**config.mk**
```make
export PLATFORM = sky130hd
export DESIGN_NAME = fwd_clk_burst_ctrl
export DESIGN_NICKNAME = d
export VERILOG_FILES = /design/src/rtl/fwd_clk_pkg.sv /design/src/rtl/fwd_clk_half_timer.sv /design/src/rtl/fwd_clk_burst_ctrl.sv
export SDC_FILE = /design/constraint.sdc
export NUM_CORES = 1
export LEC_CHECK = 0
export BUFFER_PORTS_ARGS = -buffer_cell sky130_fd_sc_hd__buf_2
export CORE_ASPECT_RATIO = 1.2
export CORE_MARGIN = 4
export CORE_UTILIZATION = 50
export DETAILED_ROUTE_END_ITERATION = 10
export PLACE_DENSITY_LB_ADDON = 0.2
export RECOVER_POWER = 25
export SLEW_MARGIN = 15
export SYNTH_ARGS = -nofsm -noshare
export SYNTH_HDL_FRONTEND = slang
export SYNTH_SLANG_ARGS = --single-unit
```
**constraint.sdc**
```tcl
create_clock -name clk -period 3.5 [get_ports clk]
set_input_delay 0.175 -clock clk [delete_from_list [all_inputs] [get_ports clk]]
set_output_delay 0.175 -clock clk [all_outputs]
set_load 0.02 [all_outputs]
```
**src/rtl/fwd_clk_pkg.sv**
```systemverilog
// Shared definitions for the forwarded-clock burst controller.
package fwd_clk_pkg;

    localparam int DEF_DIV_W = 8;
    localparam int DEF_CNT_W = 16;

    typedef enum logic [1:0] {
        IDLE  = 2'd0,
        LEAD  = 2'd1,
        RUN   = 2'd2,
        TRAIL = 2'd3
    } state_t;

endpackage

```
**src/rtl/fwd_clk_half_timer.sv**
```systemverilog
// Loadable half-period down-counter; expire is high in the last cycle of a half period.
module fwd_clk_half_timer #(
    parameter int DIV_W = 8
) (
    input  logic             clk,
    input  logic             rst_n,
    input  logic             load,
    input  logic [DIV_W-1:0] load_val,
    output logic             expire
);

    logic [DIV_W-1:0] cnt;

    always_ff @(posedge clk or negedge rst_n) begin
        if (!rst_n) begin
            cnt <= '0;
        end else if (load) begin
            cnt <= load_val;
        end else if (cnt != '0) begin
            cnt <= cnt - 1'b1;
        end
    end

    assign expire = (cnt == '0);

endmodule

```
**src/rtl/fwd_clk_burst_ctrl.sv**
```systemverilog
// Forwarded-clock burst sequencer: LEAD low, D-high/D-low pulses, TRAIL low, done pulse.
import fwd_clk_pkg::*;

module fwd_clk_burst_ctrl #(
    parameter int DIV_W = DEF_DIV_W,
    parameter int CNT_W = DEF_CNT_W
) (
    input  logic             clk,
    input  logic             rst_n,
    input  logic [DIV_W-1:0] cfg_div,
    input  logic             cfg_cont,
    input  logic             burst_req,
    input  logic [CNT_W-1:0] burst_len,
    input  logic             abort,
    output logic             burst_ack,
    output logic             busy,
    output logic             done,
    output logic             fwd_clk_o,
    output logic             rise_stb,
    output logic             fall_stb,
    output logic [CNT_W-1:0] edge_cnt
);

    state_t           state, state_n;
    logic [DIV_W-1:0] div_q;
    logic             cont_q;
    logic [CNT_W-1:0] rem_q;
    logic             abort_pend, pend_n;
    logic             clk_n, rise_n, fall_n, ack_n, busy_n, done_n;
    logic             load, latch, cnt_clr, cnt_inc, expire;
    logic [DIV_W-1:0] load_val;

    // Reload value of the half-period timer: D-1, with a zero divider acting as 1.
    function automatic logic [DIV_W-1:0] half_last(input logic [DIV_W-1:0] div);
        return (div == '0) ? '0 : div - 1'b1;
    endfunction

    fwd_clk_half_timer #(.DIV_W(DIV_W)) u_timer (
        .clk      (clk),
        .rst_n    (rst_n),
        .load     (load),
        .load_val (load_val),
        .expire   (expire)
    );

    always_comb begin
        state_n  = state;
        clk_n    = fwd_clk_o;
        rise_n   = 1'b0;
        fall_n   = 1'b0;
        ack_n    = 1'b0;
        busy_n   = busy;
        done_n   = 1'b0;
        pend_n   = abort_pend;
        load     = 1'b0;
        load_val = half_last(div_q);
        latch    = 1'b0;
        cnt_clr  = 1'b0;
        cnt_inc  = 1'b0;
        case (state)
            IDLE: begin
                if (burst_req) begin
                    state_n  = LEAD;
                    ack_n    = 1'b1;
                    busy_n   = 1'b1;
                    latch    = 1'b1;
                    cnt_clr  = 1'b1;
                    load     = 1'b1;
                    load_val = half_last(cfg_div);
                    pend_n   = 1'b0;
                end
            end
            LEAD: begin
                if (abort) begin
                    state_n = TRAIL;
                    load    = 1'b1;
                end else if (expire) begin
                    load = 1'b1;
                    if (cont_q || rem_q != '0) begin
                        state_n = RUN;
                        clk_n   = 1'b1;
                        rise_n  = 1'b1;
                        cnt_inc = 1'b1;
                    end else begin
                        state_n = TRAIL;
                    end
                end
            end
            RUN: begin
                // An abort seen anywhere in a pulse ends the burst after that pulse's low half.
                pend_n = abort_pend | abort;
                if (expire) begin
                    load = 1'b1;
                    if (fwd_clk_o) begin
                        clk_n  = 1'b0;
                        fall_n = 1'b1;
                    end else if (abort_pend || abort || (!cont_q && rem_q == '0)) begin
                        state_n = TRAIL;
                    end else begin
                        clk_n   = 1'b1;
                        rise_n  = 1'b1;
                        cnt_inc = 1'b1;
                    end
                end
            end
            TRAIL: begin
                if (expire) begin
                    state_n = IDLE;
                    busy_n  = 1'b0;
                    done_n  = 1'b1;
                end
            end
            default: state_n = IDLE;
        endcase
    end

    always_ff @(posedge clk or negedge rst_n) begin
        if (!rst_n) begin
            state      <= IDLE;
            abort_pend <= 1'b0;
            burst_ack  <= 1'b0;
            busy       <= 1'b0;
            done       <= 1'b0;
            fwd_clk_o  <= 1'b0;
            rise_stb   <= 1'b0;
            fall_stb   <= 1'b0;
            edge_cnt   <= '0;
        end else begin
            state      <= state_n;
            abort_pend <= pend_n;
            burst_ack  <= ack_n;
            busy       <= busy_n;
            done       <= done_n;
            fwd_clk_o  <= clk_n;
            rise_stb   <= rise_n;
            fall_stb   <= fall_n;
            if (cnt_clr) begin
                edge_cnt <= '0;
            end else if (cnt_inc && edge_cnt != '1) begin
                edge_cnt <= edge_cnt + 1'b1;
            end
        end
    end

    // Burst configuration is captured at ack and frozen for the whole burst.
    always_ff @(posedge clk) begin
        if (latch) begin
            div_q  <= cfg_div;
            cont_q <= cfg_cont;
            rem_q  <= burst_len;
        end else if (cnt_inc && rem_q != '0) begin
            rem_q <= rem_q - 1'b1;
        end
    end

endmodule

```
==> results of run 1 <==
metrics by stage:
stage / util [%] / setup slack [ps] / hold slack [ps]
6_report: 59.2 / 692 / 107
5_1_grt: 59.2 / 439 / 122
4_1_cts: 59.5 / 676 / 37.6
3_5_place_dp: 56.4 / 700 / 320
3_3_place_gp: 56.4 / 825 / 310
2_1_floorplan: - / 389 / -121
where the power goes:
group          switching [W]  internal (W)  total [W]  leakage (nW)
combinational       0.000463      0.000341   0.000804         0.821
sequential          0.000149      0.000886    0.00104         0.655
clock               0.000267      0.000344   0.000611        0.0930
total               0.000879       0.00157    0.00245          1.57
logic make-up (layout without fill, tap and decap cells):
| group | Yosys count | count (layout) |
|---|---|---|
| simple gates | 135 | 135 |
| compound gates | 98 | 98 |
| flops | 58 | 58 |
| buf+inv | 34 | 93 |
| xor+xnor | 30 | 30 |
| fa+ha+maj | 13 | 13 |
| mux | 5 | 5 |
path summary, 6_finish.rpt:
path / from / endpoint / cells after the start
max in group asynchronous: rst_n / fall_stb / 2
hold reg to reg: busy / busy / 2
setup reg to reg: state[0] / edge_cnt[13] / 7
setup / recovery: state[0] / edge_cnt[13] / 7
min in group asynchronous: rst_n / edge_cnt[9] / 2
hold / removal: cfg_div[5] / div_q[5] / 1
synthesized netlist by cell type (all sizes together), types with 4 or more instances:
cell type	count	share of area [%]
a21oi	31	4.4
xnor2	21	5.2
or4	14	3.1
nand2	40	4.2
xor2	9	2.2
nor4	7	2.0
nor2	21	2.2
dfrtp	33	23
o211ai	5	1.1
nor3b	5	1.1
edfxtp	25	21
inv	21	2.2
o22a	4	0.98
nand3	10	1.4
or3	6	1.1
o22ai	4	0.70
o21ai	26	3.7
nor3	13	2.0
buf	4	0.74
o31ai	14	3.0
clkbuf	9	0.95
ha	13	4.6
mux2i	4	1.1
and3	4	0.70
critical path, stage by stage (launching register included):
cell,delay [ps]
sky130_fd_sc_hd__dfrtp_1,410
sky130_fd_sc_hd__inv_1,130
sky130_fd_sc_hd__ha_1,310
sky130_fd_sc_hd__nor3b_1,270
sky130_fd_sc_hd__o2111a_1,260
sky130_fd_sc_hd__o2111ai_1,530
sky130_fd_sc_hd__or4_1,670
sky130_fd_sc_hd__a21oi_1,150
sequential cells by signal (all words and copies together) (netlist names):
register,cells
edge_cnt,16
rem_q,16
div_q,8
u_timer.cnt,8
state,2
abort_pend,1
burst_ack,1
busy,1
cont_q,1
done,1
fall_stb,1
fwd_clk_o,1
rise_stb,1
per-layer routing:
metal | global-route usage (%) | share of wire (%) | routed length [um]
met1 | 25.1 | 45 | 3560
met2 | 32.1 | 48 | 3730
met3 | 3.86 | 5.1 | 397
met4 | 8.53 | 2.0 | 158
met5 | 0 | 0 | 0
final cells by class:
| type | instances | area (um2) |
|---|---|---|
| timing repair buffer | 56 | 283 |
| clock inverter | 5 | 53.8 |
| inverter | 21 | 78.8 |
| sequential | 58 | 1580 |
| fill | 600 | 2810 |
| tap | 87 | 109 |
| clock buffer | 11 | 141 |
| multi-input combinational | 281 | 1840 |
repair_timing:
action	in CTS	in global routing
buffers inserted	0	0
hold buffers	2	0
hold endpoints to repair	34	0
==> summary.log, run 1 <==
qor: setup_path.worstSetupPathType flip-flop to flip-flop
qor: layout.layout-area-overhead-vs-synth 14.8%
qor: sta.totalNegativeSetupSlack 0 ps
qor: die.initial_utilization 51.6%
qor: die.die_w 85.0 um
qor: logic_synthesis.yosys_warnings 0
qor: logic_synthesis.postSynthAreaPerCell 9.54 um2
qor: die.io_pins 51
qor: status.violations_in_the_final_reports capacitance limit, slew limit
qor: die.die_area 8530 um2
qor: logic_synthesis.synth_adder_area_share 4.57%
qor: logic_synthesis.synthSimpleGateAreaFrac 20.6%
qor: die.die-height 100 um
qor: layout.n_antenna_cell 0
qor: detailed_routing.post_drt_wl_per_cell 15.1 um
qor: sta.fin_crit 2810 ps
qor: logic_synthesis.synth_sequential_area_ratio 44.3%
qor: sta.min_period_over_period 80.2%
qor: sta.finalHoldViolCount 0
qor: logic_synthesis.synthXorXnorAreaFrac 7.39%
qor: clock_network.cts_root_buffer sky130_fd_sc_hd__clkbuf_8
qor: global_routing.largest_net_degree_at_the_start_of_global_routing 53
qor: clock_network.clk_latency 340 ps
qor: run.max-cap-violations 1
qor: clock_network.path_clk_slew 70 ps
qor: place.post-dp-hpwl 5700 um
qor: detailed_routing.detail_route.wirelength 7840 um
qor: logic_synthesis.synth-async-reset-ratio 56.9%
qor: place.gpl.final_weighted_congestion 0.773
qor: detailed_routing.number_of_detailed_route_iterations_in_the_first_pass 4
qor: detailed_routing.vias_per_cell 5.80
qor: clock_network.clock_path_buffers 2
qor: detailed_routing.first_iter_violations 196
qor: die.design.core.area 6900 um2
qor: clock_network.cts.sink_count 58
qor: global_routing.globalRoute.totalOverflow 0
qor: clock_network.cts_made_buffers 9
qor: sta.max_slew_margin -26.2%
qor: layout.fin_nets 469
qor: setup_path.worst_ep_required_time 3760 ps
qor: place.placed_area 3890 um2
qor: clock_network.cts_htree_levels 3
qor: logic_synthesis.synth_flop_cell sky130_fd_sc_hd__dfrtp_1
qor: pwr.power.density_cell_area 600 nW/um2
qor: sta.worst-slew-pin-transition 1890 ps
qor: layout.most_frequent_standard_cell_in_the_layout_excluding_fill_and_tap_cells sky130_fd_sc_hd__nand2_1
qor: layout.layout.cells.non_filler 519
qor: sta.finalClockSkew 12.7 ps
qor: sta.setup_violations 0
qor: logic_synthesis.mappedNetlistArea 3560 um2
qor: logic_synthesis.main_combinational_cell_family_by_area_after_synthesis simple AND/OR/NAND/NOR gates
qor: logic_synthesis.ff_latch_count_synth 58
qor: pwr.leakage 1.57 nW
qor: setup_path.worst-endpoint-arrival 3070 ps
qor: logic_synthesis.synth_enable_flop_cells 25
qor: clock_network.clock_tree_from_tritoncts yes
qor: logic_synthesis.synth_mux_area_share 1.44%
qor: layout.post_route_cells_drive_above_1_share 15.5%
qor: logic_synthesis.synthDistinctLibCells 52
qor: setup_path.timing.reg2reg.setup_slack 690 ps
qor: status.outcome finished, violations left
qor: global_routing.grt_antenna_before_repair 0
qor: sta.maxSlewViolCount 34
qor: detailed_routing.ant_nets 0
qor: logic_synthesis.syn_inst 373
qor: die.core.rowCount 33
qor: min_path.worstHoldPathType primary input to flip-flop
qor: setup_path.end_kind flip-flop
qor: global_routing.first_global_vias 2890
qor: place.dpl.cell_count 501
qor: global_routing.grt_use_total 19.6%
qor: place.buffer_ports.inserted 50
qor: pwr.peakVddDrop 0.330 mV
qor: logic_synthesis.area_fraction_in_compound_gates_after_synthesis 17.8%
qor: sta.max_clock_freq 356 MHz
qor: detailed_routing.dr_total_vias 3008
qor: detailed_routing.route.detailed.drc 0
qor: global_routing.grt_pass1_wl 13400 um
qor: setup_path.timing.critical_path.fanout_max 14
qor: layout.most-common-layout-cells 40 x sky130_fd_sc_hd__nand2_1, 36 x sky130_fd_sc_hd__buf_2, 33 x sky130_fd_sc_hd__dfrtp_1
qor: sta.rsz_0062_raised_after_global_routing no
qor: logic_synthesis.syn_nets 415
qor: setup_path.element_type_at_the_critical_path_start flip-flop
qor: layout.finalInstanceArea 4080 um2
qor: pwr.post-layout-total-power 0.00245 W
qor: clock_network.ctsResizeCount 0
Note: power is estimated with default switching activity, not from simulation.
==> run 2, diff against run 1 <==
- clock period: 3.5 -> 2.86 ns (I/O delays scaled with it)
==> run 2 against run 1 <==
Effect of this change: the flow still finishes with violations (capacitance limit, slew limit); clock power up 37%; final cell count is 1.9% higher; global-route usage is 0.066 points higher; clock skew is 5.9 ps lower; fmax increased by 9.8%; non-clock buffer count up 10; register-to-register slack worse by 390 ps; critical path depth stayed put; combinational power up 24%; setup slack worse by 390 ps; total power increased by 27%; first-iteration DRC count is 44% lower; critical endpoint is now edge_cnt[8].
==> summary.log, run 2 (synthesis gave the netlist of run 1 again) <==
qor: global_routing.grt_use_total 19.7%
qor: die.die-height 100 um
qor: place.buffer_ports.inserted 50
qor: die.io_pins 51
qor: status.outcome finished, violations left
qor: clock_network.cts.sink_count 58
qor: global_routing.met3_usage 4.19%
qor: sta.finalClockSkew 6.79 ps
qor: layout.reg_top3 edge_cnt (16), rem_q (16)
qor: sta.rsz_0062_raised_after_global_routing no
qor: global_routing.use_met2 33.0%
qor: clock_network.clock_tree_from_tritoncts yes
qor: run.max-cap-violations 1
qor: place.post-dp-hpwl 5660 um
qor: sta.maxSlewViolCount 34
qor: detailed_routing.post_drt_wl_per_cell 14.8 um
qor: global_routing.first_global_vias 2903
qor: layout.fin_nets 479
qor: sta.worst-slew-pin-transition 1850 ps
qor: detailed_routing.number_of_detailed_route_iterations_in_the_first_pass 4
qor: layout.layout-area-overhead-vs-synth 17.7%
qor: sta.min_period_over_period 89.4%
qor: clock_network.cts_made_buffers 9
qor: detailed_routing.detail_route.wirelength 7830 um
qor: clock_network.cts_htree_levels 3
qor: global_routing.grt_antenna_before_repair 0
qor: sta.totalNegativeSetupSlack 0 ps
qor: status.violations_in_the_final_reports capacitance limit, slew limit
qor: layout.fillers 602
qor: global_routing.grt_util_met1 24.8%
qor: layout.n_antenna_cell 0
qor: pwr.power.density_cell_area 740 nW/um2
qor: global_routing.globalRoute.busiestLayer met2
qor: sta.max_slew_margin -23.1%
qor: place.placed_area 3960 um2
qor: die.die_w 85.0 um
qor: clock_network.cts_root_buffer sky130_fd_sc_hd__clkbuf_8
qor: setup_path.worst_ep_required_time 3120 ps
qor: layout.finalInstanceArea 4190 um2
qor: detailed_routing.vias_per_cell 5.62
qor: pwr.leakage 1.62 nW
qor: layout.post_route_cells_drive_above_1_share 17.9%
qor: setup_path.timing.critical_path.fanout_max 12
qor: detailed_routing.ant_nets 0
qor: clock_network.clk_latency 340 ps
qor: layout.most-common-layout-cells 40 x sky130_fd_sc_hd__nand2_1, 36 x sky130_fd_sc_hd__buf_2, 33 x sky130_fd_sc_hd__dfrtp_1
qor: detailed_routing.route.detailed.drc 0
qor: setup_path.element_type_at_the_critical_path_start flip-flop
qor: setup_path.worst-endpoint-arrival 2820 ps
qor: setup_path.end_kind flip-flop
qor: die.core.rowCount 33
qor: sta.setup_violations 0
qor: die.initial_utilization 51.6%
qor: layout.most_frequent_standard_cell_in_the_layout_excluding_fill_and_tap_cells sky130_fd_sc_hd__nand2_1
qor: sta.fin_crit 2560 ps
qor: global_routing.grt_pass1_wl 13500 um
qor: detailed_routing.first_iter_violations 110
qor: die.die_area 8530 um2
qor: detailed_routing.dr_total_vias 2971
qor: min_path.worstHoldPathType primary input to flip-flop
qor: sta.finalHoldViolCount 0
qor: global_routing.globalRoute.totalOverflow 0
qor: place.gpl.final_weighted_congestion 0.858
qor: clock_network.path_clk_slew 70 ps
qor: global_routing.largest_net_degree_at_the_start_of_global_routing 53
qor: clock_network.clock_path_buffers 2
qor: die.design.core.area 6900 um2
qor: setup_path.worstSetupPathType flip-flop to flip-flop
qor: sta.max_clock_freq 391 MHz
qor: pwr.peakVddDrop 0.397 mV
run 2: cell types whose count changed in the layout (fill, tap and decap cells not counted), sizes merged:
cell,delta
clkinvlp,+2
bufinv,+1
clkinv,-1
clkbuf,-2
buf,+10
run 2: repair_timing:
action / in CTS / in global routing
setup endpoints to repair: 0 / 4
endpoints found under the hold margin: 34 / 0
buffers inserted: 0 / 0
gates resized for setup: 0 / 1
hold buffers: 2 / 0
run 2: final cells by class:
type                            instances  area [um2]  share of cell area, %
Multi-Input combinational cell        281        1850                   44.1
Inverter                               21        78.8                   1.88
Clock buffer                            9         124                   2.96
Timing Repair Buffer                   66         358                   8.54
Tap cell                               87         109                   2.60
Sequential cell                        58        1580                   37.6
Clock inverter                          7        93.8                   2.24
run 2: metrics by stage:
| stage | power [W] | hold WS (ps) | setup WS, ps | util [%] | std cells |
|---|---|---|---|---|---|
| after global placement | 0.00226 | 276 | 291 | 57.4 | 511 |
| after detailed placement | 0.00228 | 270 | 218 | 57.4 | 511 |
| after global routing | 0.00332 | 65.3 | 138 | 60.7 | 529 |
| after CTS | 0.00312 | 7.36 | 181 | 60.9 | 529 |
| final | 0.00310 | 63.2 | 303 | 60.7 | 529 |
| after floorplan | 0.00200 | -153 | 182 | - | 373 |
run 2: worst paths after layout:
check | from | end | slack (ps) | cells after the start
worst max-delay path | state[0] | edge_cnt[8] | 300 | 7
worst min-delay path | cfg_div[5] | div_q[5] | 60 | 1
worst max register to register | state[0] | edge_cnt[8] | 300 | 7
worst min register to register | busy | busy | 560 | 2
max in group asynchronous | rst_n | fall_stb | 950 | 2
min in group asynchronous | rst_n | edge_cnt[9] | 840 | 2
run 2: report_power, final:
part	total, W	internal (W)	switching (W)	leakage (nW)
combinational	0.000996	0.000437	0.000558	0.870
sequential	0.00127	0.00108	0.000183	0.655
clock	0.000838	0.000487	0.000352	0.0951
run 2: worst max-delay path: stages (launching register included):
cell                        delay, ps
sky130_fd_sc_hd__dfrtp_1          410
sky130_fd_sc_hd__inv_1            130
sky130_fd_sc_hd__ha_1             310
sky130_fd_sc_hd__nor3b_1          290
sky130_fd_sc_hd__o2111a_1         270
sky130_fd_sc_hd__o2111ai_2        310
sky130_fd_sc_hd__or4_1            600
sky130_fd_sc_hd__a21oi_1          160
run 2: layer usage:
layer / share of wire [%] / routed length (um)
met5: 0 / 0
met4: 1.8 / 141
met3: 4.7 / 370
met2: 47 / 3670
met1: 47 / 3650
